**config.mk**
```make
export PLATFORM = sky130hd
export DESIGN_NAME = stopwatch_tx_report_ctrl
export DESIGN_NICKNAME = d
export VERILOG_FILES = /design/src/rtl/stopwatch_tx_report_ctrl.sv
export SDC_FILE = /design/constraint.sdc
export NUM_CORES = 1
export LEC_CHECK = 0
export ABC_AREA = 1
export CAP_MARGIN = 40
export CORE_MARGIN = 2
export CORE_UTILIZATION = 53
export CTS_CLUSTER_SIZE = 12
export DETAILED_ROUTE_END_ITERATION = 10
export GPL_TIMING_DRIVEN = 0
export PLACE_DENSITY_LB_ADDON = 0.25
export SLEW_MARGIN = 5
export SYNTH_ARGS = -nofsm -noshare
export SYNTH_HDL_FRONTEND = slang
export SYNTH_SLANG_ARGS = --single-unit
```
**constraint.sdc**
```tcl
create_clock -name i_clk -period 3.77 [get_ports i_clk]
set_clock_uncertainty 0.15 [all_clocks]
set_input_delay 0.9425 -clock i_clk [delete_from_list [all_inputs] [get_ports i_clk]]
set_output_delay 0.9425 -clock i_clk [all_outputs]
set_load 0.005 [all_outputs]
```
**src/rtl/stopwatch_tx_report_ctrl.sv**
```systemverilog
// Writes the stopwatch status frame (sign, BCD digits, CR, LF) into the UART TX FIFO.
// Optional macro STOPWATCH_TX_SEP_EN inserts a '.' before the last digit.
module stopwatch_tx_report_ctrl #(
  parameter int unsigned NDIG = 4,
  parameter int unsigned DBIT = 8
) (
  input  logic              i_clk,
  input  logic              i_reset_n,
  input  logic              i_tx_start_tick,
  input  logic [4*NDIG-1:0] i_digits,
  input  logic              i_up,
  input  logic              i_tx_full,
  output logic              o_wr,
  output logic [DBIT-1:0]   o_wr_data,
  output logic              o_busy,
  output logic              o_done
);

  localparam int unsigned IW = (NDIG > 1) ? $clog2(NDIG) : 1;
  localparam logic [IW-1:0] LAST_IDX = IW'(NDIG - 1);
`ifdef STOPWATCH_TX_SEP_EN
  localparam logic [IW-1:0] SEP_IDX = IW'(NDIG - 2);
`endif

  typedef enum logic [2:0] {
    S_IDLE,
    S_SIGN,
    S_DIGIT,
`ifdef STOPWATCH_TX_SEP_EN
    S_SEP,
`endif
    S_CR,
    S_LF,
    S_DONE
  } state_t;

  state_t            r_state;
  state_t            w_next;
  logic [IW-1:0]     r_idx;
  logic [4*NDIG-1:0] r_digits;
  logic              r_up;
  logic              r_pending;
  logic              w_load;
  logic              w_emit;
  logic              w_adv;
  logic [3:0]        w_dig;
  logic [7:0]        w_char;

  // A new frame starts from IDLE or DONE on a tick or a queued request.
  assign w_load = ((r_state == S_IDLE) || (r_state == S_DONE)) &&
                  (i_tx_start_tick || r_pending);
  assign w_emit = (r_state != S_IDLE) && (r_state != S_DONE);
  assign w_adv  = w_emit && !i_tx_full;

  always_ff @(posedge i_clk or negedge i_reset_n) begin
    if (!i_reset_n) r_state <= S_IDLE;
    else            r_state <= w_next;
  end

  always_comb begin
    w_next = r_state;
    unique case (r_state)
      S_IDLE:  if (w_load) w_next = S_SIGN;
      S_SIGN:  if (w_adv) w_next = S_DIGIT;
      S_DIGIT: begin
        if (w_adv) begin
          if (r_idx == LAST_IDX) w_next = S_CR;
`ifdef STOPWATCH_TX_SEP_EN
          else if (r_idx == SEP_IDX) w_next = S_SEP;
`endif
        end
      end
`ifdef STOPWATCH_TX_SEP_EN
      S_SEP:   if (w_adv) w_next = S_DIGIT;
`endif
      S_CR:    if (w_adv) w_next = S_LF;
      S_LF:    if (w_adv) w_next = S_DONE;
      S_DONE:  w_next = w_load ? S_SIGN : S_IDLE;
      default: w_next = S_IDLE;
    endcase
  end

  // Snapshot, digit index and the single-deep request queue.
  always_ff @(posedge i_clk or negedge i_reset_n) begin
    if (!i_reset_n) begin
      r_idx     <= '0;
      r_digits  <= '0;
      r_up      <= 1'b0;
      r_pending <= 1'b0;
    end else begin
      if (w_load) begin
        r_idx     <= '0;
        r_digits  <= i_digits;
        r_up      <= i_up;
        r_pending <= 1'b0;
      end else begin
        if (i_tx_start_tick && (r_state != S_IDLE)) r_pending <= 1'b1;
        if ((r_state == S_DIGIT) && w_adv && (r_idx != LAST_IDX))
          r_idx <= r_idx + IW'(1);
      end
    end
  end

  always_comb begin
    w_dig = 4'h0;
    for (int unsigned i = 0; i < NDIG; i++) begin
      if (r_idx == IW'(i)) w_dig = r_digits[4*(NDIG-1-i) +: 4];
    end
  end

  always_comb begin
    w_char = 8'h00;
    unique case (r_state)
      S_SIGN:  w_char = r_up ? 8'h2B : 8'h2D;
      S_DIGIT: w_char = (w_dig > 4'd9) ? 8'h3F : {4'h3, w_dig};
`ifdef STOPWATCH_TX_SEP_EN
      S_SEP:   w_char = 8'h2E;
`endif
      S_CR:    w_char = 8'h0D;
      S_LF:    w_char = 8'h0A;
      default: w_char = 8'h00;
    endcase
    o_wr      = w_adv;
    o_wr_data = DBIT'(w_char);
    o_busy    = (r_state != S_IDLE);
    o_done    = (r_state == S_DONE);
  end

endmodule

```
==> results of run 1 <==
-- where the power goes --
group | internal [uW] | switching, uW
logic | 437 | 379
registers | 362 | 80.5
clock network | 41.3 | 70.6
total | 841 | 530
-- critical path, delay by kind of cell, from the launching register on --
| family | cells | cell delay [ns] |
|---|---|---|
| flops | 1 | 0.40 |
| buf+inv | 3 | 0.71 |
| fa+ha+maj | 1 | 0.24 |
| compound gates | 1 | 0.20 |
| simple gates | 7 | 0.47 |
-- flip-flops by register name, indices dropped and copies added (netlist names) --
register	flops
r_pending	1
r_state	3
r_digits	16
r_idx	2
r_up	1
-- cell families (layout without fill, tap and decap cells) --
| kind of cell | Yosys count | in the layout | synth area share (%) |
|---|---|---|---|
| AOI/OAI and AO/OA | 20 | 20 | 7.73 |
| adders and majority gates | 4 | 4 | 3.64 |
| buffers and inverters | 22 | 56 | 7.64 |
| DFF | 23 | 23 | 41.8 |
| muxes | 16 | 16 | 17.5 |
| other | 1 | 2 | 0.272 |
| and+or+nand+nor | 62 | 62 | 21.5 |
-- cell usage in the layout (no fill, tap or decap) --
master / count
nand2_1: 31
clkdlybuf4s50_1: 29
dfrtp_1: 23
mux2_4: 16
inv_1: 15
nor2_1: 12
a21oi_1: 11
nand3_1: 9
o21ai_0: 6
ha_1: 4
inv_2: 3
clkbuf_4: 3
nor2_4: 2
or2_2: 2
nand2_4: 2
buf_6: 2
buf_4: 2
conb_1: 2
nor3_2: 1
nor3_1: 1
o211ai_1: 1
nand3_2: 1
nand2_2: 1
o21ai_2: 1
o21ai_1: 1
clkbuf_1: 1
buf_8: 1
-- worst max-delay path by stage --
stage,slack (ns),cells past startpoint,startpoint,endpoint
2_1_floorplan,1.39,9,r_idx[0],o_wr_data[2]
3_3_place_gp,0.61,3,i_tx_full,o_wr
3_5_place_dp,0.60,3,i_tx_full,o_wr
4_1_cts,0.33,12,r_idx[1],o_wr_data[1]
5_1_grt,0.13,11,r_idx[1],o_wr_data[2]
6_report,0.34,12,r_idx[1],o_wr_data[1]
-- per-layer routing --
metal / routed length [um] / vias up / global-route usage [%] / share of wire, %
li1: - / 544 / - / -
met3: 179 / 4 / 6.72 / 6.2
met4: 29 / 0 / 5.28 / 1.0
met2: 1450 / 32 / 41.7 / 50
met5: 0 / - / 0 / 0
met1: 1240 / 523 / 26.1 / 43
-- final cells by class --
| type | instances | area, sq um | share of cell area [%] |
|---|---|---|---|
| buffer | 4 | 37.5 | 2.15 |
| clock buffer | 4 | 26.3 | 1.50 |
| inverter | 18 | 67.6 | 3.86 |
| multi-input combinational | 104 | 699 | 40.0 |
| sequential | 23 | 576 | 32.9 |
| tap | 30 | 37.5 | 2.15 |
| timing repair buffer | 30 | 305 | 17.5 |
-- cell usage after synthesis, types with 2 or more instances --
| library cell | count | area, sq um |
|---|---|---|
| nand2_4 | 2 | 22.5 |
| nor2_1 | 12 | 45.0 |
| o21ai_0 | 6 | 30.0 |
| ha_1 | 4 | 50.1 |
| or2_2 | 2 | 12.5 |
| nor2_4 | 2 | 22.5 |
| buf_6 | 2 | 22.5 |
| a21oi_1 | 11 | 55.1 |
| buf_4 | 2 | 15.0 |
| mux2_4 | 16 | 240 |
| inv_1 | 15 | 56.3 |
| nand2_1 | 31 | 116 |
| nand3_1 | 9 | 45.0 |
| inv_2 | 3 | 11.3 |
| dfrtp_1 | 23 | 576 |
-- per-stage QoR --
stage | std cells | util (%) | area, sq um | total power, uW
after floorplan | 149 | - | 1380 | 1000
after global placement | 208 | 68.9 | 1710 | 1210
after detailed placement | 209 | 69.5 | 1720 | 1250
after CTS | 213 | 70.6 | 1750 | 1380
after global routing | 213 | 70.6 | 1750 | 1480
final | 213 | 70.6 | 1750 | 1370
==> run_results.csv, run 1 <==
group,metric,value,unit
finish,area_delta_synth_final,27.1,%
timing,max_freq,0.291,GHz
clock_tree,cts-root-buf,"clkbuf_4",
clock_tree,cts_max_path_buffers,2,
detailed_routing,dr.first_iter.drc_count,24,
worst_setup_path,worstReg2RegEnd,"r_state[0]",
grt,grt_pass1_vias,1075,
finish,antennaDiodeCount,0,
worst_setup_path,worstReg2RegStart,"r_idx[0]",
synthesis,postSynthCellCount,148,
grt,gr-total-overflow,0,
detailed_routing,firstDrtPassIters,4,
synthesis,synth_edf_count,0,
clock_tree,insertion_delay,0.31,ns
hold_path,hold_class,"reg -> reg",
grt,grt_antenna_before_repair,0,
worst_setup_path,crit_fanout,5,
detailed_routing,vias_per_cell,5.18,
timing,rsz0062_at_grt,"no",
timing,maxSlewViolCount,0,
detailed_routing,vias,1103,
placement,place_ws,0.596,ns
detailed_routing,drc,0,
timing,layout_min_cycle_time,3.43,ns
timing,finalHoldViolations,0,
timing,setup_viol,0,
hold_path,holdCritStartpoint,"r_digits[15]",
hold_path,worst_hold_path.num_cells,1,
synthesis,ys_ff_latch,23,
synthesis,syn_area_per_cell,9.30,sq um
worst_setup_path,critical_path.max_stage_delay,0.49,ns
finish,nFillCells,190,
pwr,ir_drop,0.550,mV
floorplan,fp.dieW,55.0,um
grt,grt.total_usage,22.8,%
clock_tree,cts_made_buffers,3,
clock_tree,htree_num_levels,1,
detailed_routing,wirelength,2900,um
worst_setup_path,path_cells,"inv_1 -> ha_1 -> inv_1 -> nand3_1 -> nand2_1 -> nand2_1 -> nand2_1 -> nand2_1 -> o21ai_0 -> nand2_1 -> nand2_1 -> clkdlybuf4s50_1",
placement,place_hpwl,2300,um
synthesis,synth_warnings,0,
clock_tree,clk_pin_slew,0.12,ns
synthesis,ys_seq_area_share,41.8,%
worst_setup_path,path_common_cell,"nand2_1",
clock_tree,cts_tree,"built",
floorplan,die_h,55.0,um
detailed_routing,drtAntennaViolNets,0,
detailed_routing,avgRoutedWirePerCell,13.6,um
floorplan,core,2480,sq um
worst_setup_path,cp_slowest_cell,"clkdlybuf4s50_1",
worst_setup_path,worst-endpoint-arrival,2.34,ns
synthesis,async_reset_ff_share,100,%
timing,period_share,91.0,%
synthesis,synth-main-ff-cell,"dfrtp_1",
timing,tns,0,ns
clock_tree,cts.sinks,23,
worst_setup_path,crit_type,"reg -> out",
flow_run,max_cap_viol_count,0,
pwr,leakage,0.000875,uW
synthesis,synth.distinct_cells,23,
timing,fin_ws,0.339,ns
floorplan,ios,32,
pwr,powerDensity,783,nW/um^2
synthesis,syn_area,1380,sq um
worst_setup_path,reg2reg_slack,2.01,ns
floorplan,die_area,3020,sq um
clock_tree,hold_buffers,0,
finish,fin_nets,209,
floorplan,start_util,55.6,%
finish,drive_gt1_share,20.2,%
grt,grt_pass1_wl,4770,um
worst_setup_path,start_kind,"register",
placement,port_buffers,29,
grt,grt_max_degree,15,
worst_setup_path,r2r_cells,8,
hold_path,holdPathEnd,"r_digits[15]",
timing,holdWs,0.379,ns
placement,routabilityCongestion,0.820,
clock_tree,cts_setup_buffers,0,
floorplan,rows,18,
worst_setup_path,critPathCaptureType,"primary output",
run_status,outcome,"finished, final reports clean",
clock_tree,cts_resized,0,
worst_setup_path,crit_required,2.68,ns
Power figures use the tool's default switching activity.
==> inputs of run 2 (changes only) <==
CORE_MARGIN = 4   (was 2)
MAX_ROUTING_LAYER = met4   (was not set)
==> run 2 against run 1 <==
Effect of this change:
- global-route usage decreased by 4.6 points
- clock-buffer cell count unchanged
- utilization unchanged
- sequential power about the same
- sequential share of layout area unchanged
- setup slack got worse by 0.026 ns
- register-to-register slack improved by 0.02 ns
- clock power about the same
- via count increased by 0.54%
- sequential cell count unchanged
- combinational power decreased by 1%
- final cell count unchanged
==> run_results.csv, run 2 (synthesis results as in run 1) <==
group,metric,value,unit
run_status,outcome,"finished, final reports clean",
hold_path,holdPathEnd,"r_digits[2]",
worst_setup_path,cp_slowest_cell,"clkdlybuf4s50_1",
timing,setup_viol,0,
worst_setup_path,worstReg2RegEnd,"r_state[0]",
pwr,ir_drop,0.504,mV
detailed_routing,vias_per_cell,5.21,
worst_setup_path,reg2reg_slack,2.03,ns
grt,gr-total-overflow,0,
detailed_routing,drtAntennaViolNets,0,
timing,tns,0,ns
placement,routabilityCongestion,0.789,
grt,grt_pass1_wl,4760,um
detailed_routing,wirelength,2820,um
floorplan,die_h,59.0,um
timing,max_freq,0.289,GHz
finish,top_regs,"r_digits x16, r_state x3, r_idx x2",
worst_setup_path,critical_path.max_stage_delay,0.50,ns
worst_setup_path,path_cells,"inv_1 -> ha_1 -> inv_1 -> nand3_1 -> nand2_1 -> nand2_1 -> nand2_1 -> nand2_1 -> o21ai_0 -> nand2_1 -> nand2_1 -> clkdlybuf4s50_1",
timing,worst_pin_slew,0.520,ns
clock_tree,cts_tree,"built",
worst_setup_path,r2r_cells,8,
worst_setup_path,worstReg2RegStart,"r_idx[1]",
finish,regArea,576,sq um
detailed_routing,drc,0,
floorplan,fp.dieW,59.0,um
clock_tree,cts.sinks,23,
timing,fin_ws,0.313,ns
clock_tree,insertion_delay,0.31,ns
finish,largest_reg_flops,16,
worst_setup_path,path_common_cell,"nand2_1",
hold_path,worst_hold_path.num_cells,1,
finish,antennaDiodeCount,0,
finish,layout_common_cells,"nand2_1 (31), clkdlybuf4s50_1 (29), dfrtp_1 (23)",
flow_run,max_cap_viol_count,0,
grt,grtUsageMet2,30.3,%
clock_tree,cts-root-buf,"clkbuf_4",
timing,maxSlewHeadroom,65.2,%
timing,layout_min_cycle_time,3.46,ns
detailed_routing,avgRoutedWirePerCell,13.2,um
floorplan,die_area,3480,sq um
timing,maxSlewViolCount,0,
finish,nFillCells,207,
finish,multiInputGateArea,699,sq um
placement,place_hpwl,2200,um
clock_tree,cts_max_path_buffers,2,
hold_path,hold_class,"reg -> reg",
placement,port_buffers,29,
pwr,leakage,0.000875,uW
detailed_routing,dr.first_iter.drc_count,36,
worst_setup_path,worst-endpoint-arrival,2.36,ns
worst_setup_path,crit_family,"buffers and inverters",
clock_tree,cts_made_buffers,3,
finish,area_delta_synth_final,27.1,%
finish,drive_gt1_share,20.2,%
clock_tree,hold_buffers,0,
placement,place_ws,0.614,ns
grt,grt-busiest-layer,"met2",
finish,regMostFlops,"r_digits",
worst_setup_path,critPathCaptureType,"primary output",
floorplan,rows,18,
grt,grt_pass1_vias,1098,
floorplan,core,2480,sq um
timing,finalHoldViolations,0,
grt,use_met3,5.92,%
grt,grt_antenna_before_repair,0,
pwr,powerDensity,778,nW/um^2
timing,period_share,91.7,%
clock_tree,clk_pin_slew,0.12,ns
floorplan,ios,32,
worst_setup_path,cp.buffers_inverters,3,
worst_setup_path,crit_required,2.68,ns
worst_setup_path,crit_fanout,5,
clock_tree,cts_resized,0,
floorplan,start_util,55.6,%
finish,fin_nets,209,
grt,use_met1,22.3,%
worst_setup_path,crit_type,"reg -> out",
detailed_routing,vias,1109,
detailed_routing,firstDrtPassIters,4,
worst_setup_path,start_kind,"register",
clock_tree,htree_num_levels,1,
grt,grt.total_usage,18.3,%
finish,mostFrequentLayoutCell,"nand2_1",
timing,rsz0062_at_grt,"no",
grt,grt_max_degree,14,
hold_path,holdCritStartpoint,"r_digits[2]",
clock_tree,cts_setup_buffers,0,
==> run 2: cell type report <==
class / count / area share, %
Clock buffer: 4 / 1.50
Multi-Input combinational cell: 104 / 40.0
Timing Repair Buffer: 30 / 17.5
Sequential cell: 23 / 32.9
Tap cell: 30 / 2.15
Inverter: 18 / 3.86
Buffer: 4 / 2.15
==> run 2: how the worst max path moves through the flow <==
stage | from | endpoint | slack (ns) | cells after the start
after global routing | r_idx[1] | o_wr_data[2] | 0.10 | 12
after floorplan | r_idx[0] | o_wr_data[2] | 1.39 | 9
after global placement | i_tx_full | o_wr | 0.61 | 3
final | r_idx[1] | o_wr_data[2] | 0.31 | 12
after detailed placement | i_tx_full | o_wr | 0.61 | 3
after CTS | r_idx[1] | o_wr_data[2] | 0.32 | 12
==> run 2: through the flow <==
stage / utilization (%) / area (sq um) / total power [uW] / hold slack [ns] / std cells
floorplan: - / 1380 / 1000 / 0.324 / 149
global placement: 68.9 / 1710 / 1220 / 0.345 / 208
detailed placement: 69.5 / 1720 / 1250 / 0.347 / 209
CTS: 70.6 / 1750 / 1370 / 0.383 / 213
global route: 70.6 / 1750 / 1460 / 0.403 / 213
finish: 70.6 / 1750 / 1360 / 0.380 / 213
==> run 2: metal layers <==
layer  routed length [um]  share of wire [%]
met1                 1250                 44
met3                  186                6.6
met4                   23               0.82
met5                    0                  0
met2                 1360                 48
==> run 2: worst register-to-register path, stage by stage, from the launching register on <==
cell and delay [ns]:
dfrtp_1 0.41, ha_1 0.28, inv_1 0.11, nand2_1 0.14, o21ai_0 0.10, nor2_1 0.23, nand2_2 0.09, nand2_1 0.07
nand2_1 0.05
==> run 2: where the power goes <==
part	switching, uW	internal [uW]	total [uW]	leakage (uW)
clock	71.3	41.3	113	0.0000150
sequential	78.3	362	440	0.000277
combinational	371	437	808	0.000583
total	521	840	1360	0.000875
==> inputs of run 3 (changes only) <==
CAP_MARGIN = not set   (was 40)
==> run 3 against run 2 <==
Effect of this change:
- sequential power barely moved
- largest power group unchanged
- combinational power hardly changed
- sequential share of layout area up 0.28 points
- clock-buffer cell count did not move
- die area stayed put
- final cell count down 0.47%
- critical path type unchanged
- critical path depth unchanged
- total power fell by 0.31%
- hold slack worse by 0.0034 ns
- setup slack improved by 0.036 ns
- register-to-register slack improved by 0.03 ns
- critical endpoint is now o_wr_data[1]
- clock power about the same
==> run_results.csv, run 3 (synthesis results as in run 1) <==
group,metric,value,unit
floorplan,start_util,55.6,%
floorplan,die_h,59.0,um
detailed_routing,drc,0,
detailed_routing,vias_per_cell,4.95,
worst_setup_path,path_common_cell,"nand2_1",
floorplan,rows,18,
grt,grt_antenna_before_repair,0,
clock_tree,cts_tree,"built",
clock_tree,cts-root-buf,"clkbuf_4",
run_status,outcome,"finished, final reports clean",
timing,worst_pin_slew,1.00,ns
finish,final_cells,212,
pwr,leakage,0.000867,uW
finish,antennaDiodeCount,0,
floorplan,core,2480,sq um
floorplan,die_area,3480,sq um
worst_setup_path,worst-endpoint-arrival,2.33,ns
detailed_routing,wirelength,2800,um
pwr,ir_drop,0.482,mV
timing,max_freq,0.292,GHz
finish,fin_nets,208,
worst_setup_path,critPathCaptureType,"primary output",
worst_setup_path,path_cells,"inv_1 -> ha_1 -> inv_1 -> nand3_1 -> nand2_1 -> nand2_1 -> nand2_1 -> nand2_1 -> o21ai_0 -> nand2_1 -> nand2_1 -> clkdlybuf4s50_1",
pwr,finalPower,1360,uW
grt,grt_pass1_vias,1093,
grt,gr-total-overflow,0,
clock_tree,cts.sinks,23,
finish,area_delta_synth_final,26.0,%
grt,grt_max_degree,24,
timing,maxSlewViolCount,0,
detailed_routing,vias,1049,
finish,regMostFlops,"r_digits",
clock_tree,cts_resized,0,
finish,layout_common_cells,"nand2_1 (31), clkdlybuf4s50_1 (29), dfrtp_1 (23)",
finish,drive_gt1_share,19.8,%
worst_setup_path,crit_fanout,5,
timing,finalHoldViolations,0,
placement,place_hpwl,2170,um
placement,port_buffers,29,
detailed_routing,dr.first_iter.drc_count,17,
placement,routabilityCongestion,0.789,
detailed_routing,firstDrtPassIters,4,
timing,layout_min_cycle_time,3.42,ns
worst_setup_path,crit_type,"reg -> out",
grt,grt_pass1_wl,4800,um
pwr,powerDensity,782,nW/um^2
placement,place_area,1710,sq um
timing,rsz0062_at_grt,"no",
finish,top_regs,"r_digits x16, r_state x3, r_idx x2",
timing,period_share,90.7,%
worst_setup_path,cp_slowest_cell,"clkdlybuf4s50_1",
clock_tree,cts_setup_buffers,0,
clock_tree,cts_max_path_buffers,2,
detailed_routing,avgRoutedWirePerCell,13.2,um
worst_setup_path,start_kind,"register",
clock_tree,htree_num_levels,1,
clock_tree,clk_pin_slew,0.11,ns
clock_tree,hold_buffers,0,
hold_path,hold_class,"reg -> reg",
finish,final_area,1730,sq um
floorplan,ios,32,
worst_setup_path,critical_path.max_stage_delay,0.50,ns
placement,place_ws,0.599,ns
timing,tns,0,ns
clock_tree,insertion_delay,0.31,ns
floorplan,fp.dieW,59.0,um
timing,fin_ws,0.349,ns
clock_tree,cts_made_buffers,3,
finish,mostFrequentLayoutCell,"nand2_1",
worst_setup_path,crit_required,2.68,ns
timing,maxSlewHeadroom,33.0,%
detailed_routing,drtAntennaViolNets,0,
flow_run,max_cap_viol_count,0,
grt,grt.total_usage,18.6,%
placement,placedCellCount,208,
finish,largest_reg_flops,16,
timing,setup_viol,0,
-- run 3: worst paths after layout --
check / slack, ns / end / cells after the start / startpoint
setup reg to reg: 2.06 / r_state[1] / 8 / r_idx[0]
hold reg to reg: 0.38 / r_digits[2] / 1 / r_digits[2]
min in group asynchronous: 1.02 / r_digits[11] / 1 / i_reset_n
hold / removal: 0.38 / r_digits[2] / 1 / r_digits[2]
setup / recovery: 0.35 / o_wr_data[1] / 12 / r_idx[1]
max in group asynchronous: 1.85 / r_digits[3] / 1 / i_reset_n
-- run 3: layout make-up --
type | instances | area, sq um
clock buffers | 4 | 26.3
inverters | 18 | 67.6
flip-flops and latches | 23 | 576
fillers | 209 | 743
plain buffers | 4 | 37.5
multi-input cells | 104 | 699
well taps | 30 | 37.5
repair buffers | 29 | 290
-- run 3: per-layer routing --
layer  global-route usage, %  vias up  wire, um
met5                       -        -         0
met4                    3.88        0        29
met3                    5.48        4       154
met2                    30.9       25      1370
met1                    22.5      477      1240
li1                        -      543         -
-- run 3: critical path: cells and delay by family, from the launching register on --
kind	cells	cell delay, ns
AO/OA/AOI/OAI	1	0.19
adder cells (fa/ha/maj)	1	0.24
buffers and inverters	3	0.71
flip-flops	1	0.40
AND/OR/NAND/NOR	7	0.46
-- run 3: per-stage QoR --
step / hold slack [ns] / util, %
floorplan: 0.324 / -
global placement: 0.345 / 68.9
detailed placement: 0.343 / 68.9
CTS: 0.380 / 70.0
global route: 0.398 / 70.0
finish: 0.377 / 70.0
-- run 3: power breakdown --
group	total [uW]	leakage (uW)	internal (uW)	switching [uW]
Sequential	438	0.000277	362	76.0
Combinational	806	0.000575	436	371
Clock	112	0.0000150	41.4	70.9
Total	1360	0.000867	839	518
